`src/rtl/ura_hazard_scoreboard_if.sv`:
```
// Signal bundle between the D stage (master) and the URA hazard scoreboard (slave).
interface ura_hazard_scoreboard_if #(
  parameter int NUM_READ = 2,
  parameter int TW       = 3,
  parameter int SELW     = 2
);
  logic                     issue_valid;
  logic [6:0]               issue_dst;
  logic [TW-1:0]            issue_tnew;
  logic                     issue_md;
  logic                     issue_md_start;
  logic                     issue_md_div;
  logic [NUM_READ-1:0]      rd_valid;
  logic [NUM_READ*7-1:0]    rd_ura;
  logic [NUM_READ*TW-1:0]   rd_tuse;
  logic                     flush;
  logic                     stall;
  logic [NUM_READ*SELW-1:0] fwd_sel;
  logic                     md_busy;

  modport master (
    output issue_valid, issue_dst, issue_tnew, issue_md, issue_md_start, issue_md_div,
    output rd_valid, rd_ura, rd_tuse, flush,
    input  stall, fwd_sel, md_busy
  );

  modport slave (
    input  issue_valid, issue_dst, issue_tnew, issue_md, issue_md_start, issue_md_div,
    input  rd_valid, rd_ura, rd_tuse, flush,
    output stall, fwd_sel, md_busy
  );
endinterface

```
`src/rtl/ura_hazard_scoreboard.sv`:
```
// D-stage hazard/forwarding unit keyed on 7-bit URAs: tracks in-flight writers
// with remaining latency, plus the multiply/divide busy window.
module ura_hazard_scoreboard #(
  parameter int NUM_READ = 2,
  parameter int DEPTH    = 3,
  parameter int TW       = 3,
  parameter int MUL_LAT  = 5,
  parameter int DIV_LAT  = 10,
  parameter int SELW     = 2
) (
  input logic                    clk,
  input logic                    reset,
  ura_hazard_scoreboard_if.slave sb
);
  localparam int MAX_LAT = (DIV_LAT > MUL_LAT) ? DIV_LAT : MUL_LAT;
  localparam int MDW     = $clog2(MAX_LAT + 1);

  logic          r_valid [1:DEPTH];
  logic [6:0]    r_ura   [1:DEPTH];
  logic [TW-1:0] r_tnew  [1:DEPTH];
  logic [MDW-1:0] r_md_cnt;

  logic [NUM_READ-1:0] w_port_hz;
  logic [NUM_READ-1:0] w_port_hilo;
  logic                w_md_busy;
  logic                w_md_hz;
  logic                w_stall;
  logic                w_accept;
  logic                w_load;

  generate
    for (genvar gi = 0; gi < NUM_READ; gi++) begin : g_port
      logic [6:0]      w_ura;
      logic [TW-1:0]   w_tuse;
      logic            w_hz;
      logic [SELW-1:0] w_sel;

      assign w_ura  = sb.rd_ura[gi*7 +: 7];
      assign w_tuse = sb.rd_tuse[gi*TW +: TW];

      // Walk oldest to youngest so the lowest matching stage has the final say.
      always_comb begin
        w_hz  = 1'b0;
        w_sel = '0;
        for (int k = DEPTH; k >= 1; k--) begin
          if (sb.rd_valid[gi] && r_valid[k] && (r_ura[k] == w_ura) && (w_ura != 7'd0)) begin
            w_hz  = (r_tnew[k] > w_tuse);
            w_sel = (!(r_tnew[k] > w_tuse) && (r_tnew[k] == '0)) ? SELW'(k) : '0;
          end
        end
      end

      assign w_port_hz[gi]   = w_hz;
      assign w_port_hilo[gi] = sb.rd_valid[gi] & (w_ura[6:5] == 2'b10);
      assign sb.fwd_sel[gi*SELW +: SELW] = w_sel;
    end
  endgenerate

  assign w_md_busy = (r_md_cnt != '0);
  assign w_md_hz   = w_md_busy & sb.issue_valid & (sb.issue_md | (|w_port_hilo));
  assign w_stall   = sb.issue_valid & ((|w_port_hz) | w_md_hz) & ~sb.flush;
  assign w_accept  = sb.issue_valid & ~w_stall & ~sb.flush;
  assign w_load    = w_accept & (sb.issue_dst != 7'd0);

  assign sb.stall   = w_stall;
  assign sb.md_busy = w_md_busy;

  always_ff @(posedge clk) begin
    if (reset || sb.flush) begin
      for (int k = 1; k <= DEPTH; k++) begin
        r_valid[k] <= 1'b0;
        r_ura[k]   <= '0;
        r_tnew[k]  <= '0;
      end
    end else begin
      r_valid[1] <= w_load;
      r_ura[1]   <= w_load ? sb.issue_dst : 7'd0;
      r_tnew[1]  <= w_load ? sb.issue_tnew : '0;
      // Latency only counts down once the writer leaves E.
      for (int k = 2; k <= DEPTH; k++) begin
        r_valid[k] <= r_valid[k-1];
        r_ura[k]   <= r_ura[k-1];
        r_tnew[k]  <= (r_tnew[k-1] != '0) ? (r_tnew[k-1] - TW'(1)) : '0;
      end
    end
  end

  // A flush leaves an in-flight multiply/divide running.
  always_ff @(posedge clk) begin
    if (reset) begin
      r_md_cnt <= '0;
    end else if (sb.issue_md_start && w_accept) begin
      r_md_cnt <= sb.issue_md_div ? MDW'(DIV_LAT) : MDW'(MUL_LAT);
    end else if (r_md_cnt != '0) begin
      r_md_cnt <= r_md_cnt - MDW'(1);
    end
  end
endmodule

```
`src/flat_wrapper.sv`:
```
// flat-port wrapper written by rule: the top's interface ports become plain ports
module ura_hazard_scoreboard_flat 
#(
  parameter int NUM_READ = 2,
  parameter int DEPTH    = 3,
  parameter int TW       = 3,
  parameter int MUL_LAT  = 5,
  parameter int DIV_LAT  = 10,
  parameter int SELW     = 2
)
  (clk, reset, sb_issue_valid, sb_issue_dst, sb_issue_tnew, sb_issue_md, sb_issue_md_start, sb_issue_md_div, sb_rd_valid, sb_rd_ura, sb_rd_tuse, sb_flush, sb_stall, sb_fwd_sel, sb_md_busy);
  ura_hazard_scoreboard_if #(.NUM_READ(NUM_READ), .TW(TW), .SELW(SELW)) sb_i ();
  input logic clk;
  input logic reset;
  input wire logic [$bits(sb_i.issue_valid)-1:0] sb_issue_valid;
  input wire logic [$bits(sb_i.issue_dst)-1:0] sb_issue_dst;
  input wire logic [$bits(sb_i.issue_tnew)-1:0] sb_issue_tnew;
  input wire logic [$bits(sb_i.issue_md)-1:0] sb_issue_md;
  input wire logic [$bits(sb_i.issue_md_start)-1:0] sb_issue_md_start;
  input wire logic [$bits(sb_i.issue_md_div)-1:0] sb_issue_md_div;
  input wire logic [$bits(sb_i.rd_valid)-1:0] sb_rd_valid;
  input wire logic [$bits(sb_i.rd_ura)-1:0] sb_rd_ura;
  input wire logic [$bits(sb_i.rd_tuse)-1:0] sb_rd_tuse;
  input wire logic [$bits(sb_i.flush)-1:0] sb_flush;
  output wire logic [$bits(sb_i.stall)-1:0] sb_stall;
  output wire logic [$bits(sb_i.fwd_sel)-1:0] sb_fwd_sel;
  output wire logic [$bits(sb_i.md_busy)-1:0] sb_md_busy;
  assign sb_i.issue_valid = sb_issue_valid;
  assign sb_i.issue_dst = sb_issue_dst;
  assign sb_i.issue_tnew = sb_issue_tnew;
  assign sb_i.issue_md = sb_issue_md;
  assign sb_i.issue_md_start = sb_issue_md_start;
  assign sb_i.issue_md_div = sb_issue_md_div;
  assign sb_i.rd_valid = sb_rd_valid;
  assign sb_i.rd_ura = sb_rd_ura;
  assign sb_i.rd_tuse = sb_rd_tuse;
  assign sb_i.flush = sb_flush;
  assign sb_stall = sb_i.stall;
  assign sb_fwd_sel = sb_i.fwd_sel;
  assign sb_md_busy = sb_i.md_busy;
  ura_hazard_scoreboard #(.NUM_READ(NUM_READ), .DEPTH(DEPTH), .TW(TW), .MUL_LAT(MUL_LAT), .DIV_LAT(DIV_LAT), .SELW(SELW)) u_core (.clk(clk), .reset(reset), .sb(sb_i));
endmodule
```
`config.mk`:
```
export PLATFORM = sky130hd
export DESIGN_NAME = ura_hazard_scoreboard_flat
export DESIGN_NICKNAME = d
export VERILOG_FILES = /design/src/rtl/ura_hazard_scoreboard_if.sv /design/src/rtl/ura_hazard_scoreboard.sv /design/src/flat_wrapper.sv
export SDC_FILE = /design/constraint.sdc
export NUM_CORES = 1
export LEC_CHECK = 0
export ABC_CLOCK_PERIOD_IN_PS = 3400
export BUFFER_PORTS_ARGS = -buffer_cell sky130_fd_sc_hd__buf_4
export CORE_UTILIZATION = 56
export CTS_CLUSTER_SIZE = 24
export DETAILED_ROUTE_END_ITERATION = 8
export PLACE_DENSITY_LB_ADDON = 0.12
export SLEW_MARGIN = 15
export SYNTH_ARGS = -nofsm -noshare
export SYNTH_HDL_FRONTEND = slang
export SYNTH_SLANG_ARGS = --single-unit
export TNS_END_PERCENT = 30
```
`constraint.sdc`:
```
create_clock -name clk -period 3.4 [get_ports clk]
set_clock_uncertainty 0.15 [all_clocks]
set_input_delay 0.51 -clock clk [delete_from_list [all_inputs] [get_ports clk]]
set_output_delay 0.51 -clock clk [all_outputs]
set_load 0.02 [all_outputs]
```
==> qor.csv, run 1 <==
stage,metric,value,unit
logic_synthesis,synth_warnings,0,
clocking,htreeDepth,2,
finish,multi_input_comb_area,1590,µm²
power_and_ir_drop,switching_power,0.383,mW
timing,rsz0062_at_grt,false,
routing,drcViolationCount,0,
setup_path,critPathArrivalTime,2.32,ns
timing,final.setup.worst_slack,0.424,ns
timing,fin_tns_setup,0,ns
floorplanning,initial_core_util,59.3,%
routing,wirelength,5310,µm
power_and_ir_drop,pwr-share-comb,30.3,%
timing,maxSlewHeadroom,35.6,%
setup_path,crit_required,2.74,ns
timing,post-route-period-util,87.5,%
logic_synthesis,synth_top_area_cell,dfxtp_1,
timing,min_period,2.98,ns
finish,regArea,741,µm²
placement,port_buffers,44,
routing,ant_nets,0,
clocking,clk_pin_slew,0.07,ns
finish,insertedDiodeCount,0,
outcome,status,"complete, no violations",
logic_synthesis,syn_inst,264,
grt,grt_first_pass_wirelength,8500,µm
routing,drtIter0Drc,167,
routing,avgRoutedWirePerCell,14.5,µm
routing,vias_per_cell,5.39,
floorplanning,die_h,67.8,µm
setup_path,worstSetupStartpointType,primary input,
job,max_cap_violations,0,
logic_synthesis,synth_ff_type,dfxtp_1,
logic_synthesis,ys_top_cells_by_area,"dfxtp_1, xnor2_1, ha_1, and2_1, nand4_1",
floorplanning,dieArea,4590,µm²
floorplanning,core-area,4090,µm²
setup_path,cp_max_fo,4,
logic_synthesis,synth_enable_flop_cells,0,
power_and_ir_drop,vdd_drop_max,463,µV
timing,hold_viol,0,
floorplanning,chipWidth,67.8,µm
clocking,cts_root_buffer,clkbuf_8,
floorplanning,row_count,23,
floorplanning,io-pin-count,45,
power_and_ir_drop,cellPowerDensity,429,nW/µm²
clocking,cts-buffers-inserted,5,
finish,syn2layout_area_growth,20.7,%
logic_synthesis,synth_common_cells,"xnor2_1, dfxtp_1, and2_1, ha_1, inv_1",
placement,hpwl,4310,µm
finish,nNetsFinal,377,
grt,grt_pass1_vias,1796,
logic_synthesis,async_reset_ff_share,0,%
logic_synthesis,synth_cell_types,44,
routing,dr.pass1.iters,4,
clocking,insertion_delay,0.29,ns
power_and_ir_drop,total_power,1.25,mW
clocking,clk_path_buf_depth,2,
power_and_ir_drop,pwr-share-seq,39.3,%
logic_synthesis,synth_nets,327,
clocking,cts.sinks,37,
power_and_ir_drop,leakage,1.22,nW
grt,grt_start_max_net_pins,19,
timing,fmax,336,MHz
clocking,post-cts-setup-buffers,0,
routing,vias,1966,
timing,finalMaxSlewViolations,0,
grt,antenna_found_initial,0,
setup_path,end_kind,output port,
logic_synthesis,syn_avg_cell_area,9.18,µm²
logic_synthesis,yosysSeqAreaShare,30.6,%
finish,layout-drive-gt1-share,20.6,%
placement,routabilityCongestion,0.877,
power_and_ir_drop,switching_share,30.6,%
clocking,cts_resized,0,
logic_synthesis,syn_area,2420,µm²
worst_hold_path,hold_path_class,flop to flop,
timing,tightestPinTransition,0.963,ns
timing,setup_violations,0,
logic_synthesis,yosysTopAreaCellShare,30.6,%
finish,fill_cells,339,
power_and_ir_drop,clkPwrFrac,30.4,%
logic_synthesis,ys_ff_latch,37,
setup_path,crit_type,primary input to output port,
power_and_ir_drop,intPower,0.871,mW
placement,dp_slack,0.455,ns
grt,track_usage,25.4,%
logic_synthesis,synth.most_common_cell,xnor2_1,
clocking,hold_buffers,0,
grt,grt_overflow,0,
clocking,cts_tree,built,
through the flow:
stage	cells	area (µm²)	util (%)	hold slack, ns
final	365	2920	71.6	0.263
after global routing	365	2920	71.6	0.262
after CTS	365	2920	71.6	0.256
after detailed placement	357	2810	68.7	0.255
after global placement	357	2810	68.7	0.249
after floorplan	264	2420	-	0.241
power groups by stage:
stage	combinational [mW]	clock (mW)	sequential, mW
CTS	0.380	0.388	0.492
finish	0.380	0.382	0.492
global route	0.418	0.410	0.497
floorplan	0.252	0	0.494
global placement	0.371	0	0.502
detailed placement	0.375	0	0.502
layout by cell type (no fill, tap or decap), drive strengths merged, types with 2 or more instances in the layout:
cell / count
nand2b: 3
nor3: 12
inv: 20
o41ai: 3
mux2i: 2
dfxtp: 37
xor2: 6
and2b: 2
nor4: 2
nand2: 5
or4: 2
nor2b: 7
a31oi: 4
clkbuf: 5
a21oi: 5
a32oi: 3
mux2: 4
nand3: 4
and2: 26
nand4: 14
buf: 46
nand3b: 2
nor2: 19
o21ai: 7
xnor2: 38
ha: 24
per-layer routing:
metal	vias to the layer above	track usage [%]	routed length, µm
met2	56	40.0	2400
met4	0	6.25	22
met3	2	4.73	277
met5	-	0	0
met1	894	35.3	2600
li1	1014	-	-
worst paths after layout:
| check | startpoint | to | slack, ns | depth (start not counted) |
|---|---|---|---|---|
| max | sb_rd_ura[3] | sb_stall | 0.42 | 8 |
| min | u_core.r_tnew[0][3]$_SDFF_PP0_ | u_core.r_tnew[0][6]$_SDFF_PP0_ | 0.26 | 1 |
| max reg2reg | u_core.r_ura[0][10]$_SDFF_PP0_ | u_core.r_md_cnt[0]$_SDFFE_PP0P_ | 0.96 | 7 |
| min reg2reg | u_core.r_tnew[0][3]$_SDFF_PP0_ | u_core.r_tnew[0][6]$_SDFF_PP0_ | 0.26 | 1 |
final cells by class:
| type | instances | area share (%) |
|---|---|---|
| clock buffers | 5 | 2.35 |
| clock inverters | 3 | 1.58 |
| inverters | 20 | 2.57 |
| multi-input cells | 204 | 54.2 |
| flip-flops and latches | 37 | 25.3 |
| well taps | 50 | 2.14 |
| repair buffers | 46 | 11.8 |
sequential cells by signal, summed over array words and instances (netlist names):
signal	count
u_core.r_ura	21
u_core.r_tnew	9
u_core.r_md_cnt	4
u_core.r_valid	3
kinds of logic (layout without fill, tap and decap cells):
family,after synthesis,after routing,synth area share (%)
buffers and inverters,23,74,4.03
adders and majority gates,24,24,12.4
and+or+nand+nor,104,104,25.9
muxes,6,6,2.68
DFF,37,37,30.6
AOI/OAI and AO/OA,26,26,8.52
xor gates and xnor gates,44,44,15.9
critical path, cell delays in order:
cell	delay, ns
buf_4	0.13
or4_4	0.54
o41ai_4	0.33
inv_2	0.07
a31oi_1	0.21
nand3_2	0.17
o21a_1	0.21
buf_4	0.15
No activity file was read; power rests on OpenSTA's default activity.
==> inputs of run 2 (changes only) <==
Settings changed: CORE_ASPECT_RATIO from default to 1.25.
==> run 2 against run 1 <==
  * Sequential cell count unchanged
  * Final area increased by 0.13%
  * First-iteration DRC count decreased by 28%
  * Clock power decreased by 2%
  * Wire length increased by 2.6%
  * Power decreased by 0.49%
  * Highest routed layer unchanged
  * Via count increased by 3.8%
  * Count of clock-buffer cells in the layout increased by 1
  * Non-clock buffer count unchanged
  * Sequential share of layout area about the same
  * Hold slack improved by 0.0055 ns
==> qor.csv, run 2 (same netlist as run 1, synthesis figures left out) <==
stage,metric,value,unit,change
grt,antenna_found_initial,0,,unchanged
clocking,insertion_delay,0.28,ns,was 0.29 ns
finish,final_cells,371,,was 365
setup_path,critPathArrivalTime,2.30,ns,was 2.32 ns
finish,mostFrequentLayoutCells,"buf_4, xnor2_1, dfxtp_1, and2_1, ha_1",,unchanged
setup_path,worstReg2RegEnd,u_core.r_ura[0][12]$_SDFF_PP0_,,was u_core.r_md_cnt[0]$_SDFFE_PP0P_
grt,grt_overflow,0,,unchanged
timing,min_period,2.96,ns,was 2.98 ns
routing,vias,2040,,was 1966
power_and_ir_drop,leakage,1.22,nW,about the same
power_and_ir_drop,vdd_drop_max,418,µV,was 463 µV
routing,drcViolationCount,0,,unchanged
setup_path,end_kind,output port,,unchanged
floorplanning,chipWidth,60.8,µm,was 67.8 µm
clocking,hold_buffers,0,,unchanged
clocking,clk_path_buf_depth,2,,unchanged
placement,port_buffers,44,,unchanged
setup_path,worstSetupStartpointType,primary input,,unchanged
grt,grt_pass1_vias,1880,,was 1796
setup_path,r2r_slack,0.93,ns,was 0.96 ns
setup_path,rr_startpoint,u_core.r_tnew[0][4]$_SDFF_PP0_,,was u_core.r_ura[0][10]$_SDFF_PP0_
finish,layout-drive-gt1-share,20.3,%,was 20.6%
timing,hold_viol,0,,unchanged
power_and_ir_drop,cellPowerDensity,426,nW/µm²,was 429 nW/µm²
clocking,post-cts-setup-buffers,0,,unchanged
finish,nNetsFinal,377,,unchanged
grt,track_usage,25.0,%,was 25.4%
placement,place_inst,363,,was 357
clocking,cts_root_buffer,clkbuf_8,,unchanged
finish,insertedDiodeCount,0,,unchanged
setup_path,crit_type,primary input to output port,,unchanged
routing,dr.pass1.iters,4,,unchanged
setup_path,cp_max_fo,4,,unchanged
grt,grt_start_max_net_pins,19,,unchanged
routing,vias_per_cell,5.50,,was 5.39
outcome,status,"complete, no violations",,unchanged
routing,wirelength,5450,µm,was 5310 µm
floorplanning,io-pin-count,45,,unchanged
floorplanning,row_count,26,,was 23
timing,setup_violations,0,,unchanged
timing,finalMaxSlewViolations,0,,unchanged
placement,hpwl,4430,µm,was 4310 µm
setup_path,crit_required,2.74,ns,about the same
worst_hold_path,worstHoldStart,sb_flush,,was u_core.r_tnew[0][3]$_SDFF_PP0_
floorplanning,dieArea,4600,µm²,was 4590 µm²
timing,fin_tns_setup,0,ns,unchanged
job,max_cap_violations,0,,unchanged
finish,mostFrequentLayoutCell,buf_4,,unchanged
timing,maxSlewHeadroom,35.3,%,was 35.6%
finish,largestRegisters,"u_core.r_ura (21), u_core.r_tnew (9), u_core.r_md_cnt (4)",,unchanged
timing,post-route-period-util,87.0,%,was 87.5%
finish,top_register,u_core.r_ura,,unchanged
timing,fmax,338,MHz,was 336 MHz
routing,drtIter0Drc,121,,was 167
routing,avgRoutedWirePerCell,14.7,µm,was 14.5 µm
floorplanning,initial_core_util,58.7,%,was 59.3%
grt,grt_first_pass_wirelength,8430,µm,was 8500 µm
power_and_ir_drop,total_power,1.25,mW,about the same
clocking,cts-buffers-inserted,5,,unchanged
clocking,cts_resized,0,,unchanged
routing,ant_nets,0,,unchanged
worst_hold_path,hold_end,u_core.r_tnew[0][8]$_SDFF_PP0_,,was u_core.r_tnew[0][6]$_SDFF_PP0_
timing,rsz0062_at_grt,false,,unchanged
clocking,clk_pin_slew,0.08,ns,was 0.07 ns
floorplanning,die_h,75.6,µm,was 67.8 µm
worst_hold_path,hold_path_class,primary input to flop,,was flop to flop
placement,routabilityCongestion,0.890,,was 0.877
timing,tightestPinTransition,0.967,ns,was 0.963 ns
finish,syn2layout_area_growth,20.8,%,was 20.7%
clocking,htreeDepth,2,,unchanged
floorplanning,core-area,4130,µm²,was 4090 µm²
clocking,cts_tree,built,,unchanged
worst_hold_path,whs_path_depth,2,,was 1
clocking,cts.sinks,37,,unchanged
finish,largest_reg_flops,21,,unchanged
setup_path,r2r_cells,8,,was 7
run 2: cell types whose count changed in the layout (fill, tap and decap cells not counted):
cell	delta
clkbuf_1	+1
clkinvlp_4	-1
run 2: area by class of cell:
cell class,count,area [µm²]
clock buffers,6,72.6
clock inverters,2,38.8
flip-flops and latches,37,741
repair buffers,46,345
multi-input cells,204,1590
well taps,56,70.1
inverters,20,75.1
fillers,352,1200
run 2: worst max path at each step:
stage                        startpoint       endpoint  depth (start not counted)
final                      sb_rd_ura[3]       sb_stall                          8
after global routing      sb_rd_tuse[4]       sb_stall                         10
after floorplan           sb_rd_tuse[1]  sb_fwd_sel[0]                          6
after CTS                  sb_rd_ura[3]       sb_stall                          8
after global placement     sb_rd_ura[3]       sb_stall                          8
after detailed placement   sb_rd_ura[3]       sb_stall                          8
run 2: per-stage QoR:
stage	area [µm²]	utilization, %	setup slack (ns)	hold WS, ns
after global placement	2820	68.2	0.488	0.252
final	2930	70.9	0.443	0.268
after CTS	2930	70.9	0.449	0.257
after floorplan	2420	-	0.711	0.241
after global routing	2930	70.9	0.310	0.253
after detailed placement	2820	68.2	0.455	0.259
run 2: where the power goes:
group	internal [mW]	switching (mW)	total, mW
Combinational	0.186	0.196	0.382
Clock	0.220	0.153	0.373
Sequential	0.466	0.0269	0.493
run 2: worst max-delay path, stage by stage:
cell and delay [ns]:
buf_4 0.14, or4_4 0.54, o41ai_4 0.34, inv_2 0.07
a31oi_1 0.20, nand3_2 0.14, o21a_1 0.20, buf_4 0.15
run 2: per-layer routing:
layer / wire (µm) / GRT usage, %
met1: 2480 / 34.0
met2: 2640 / 39.9
met3: 216 / 4.75
met4: 103 / 7.83
met5: 0 / 0
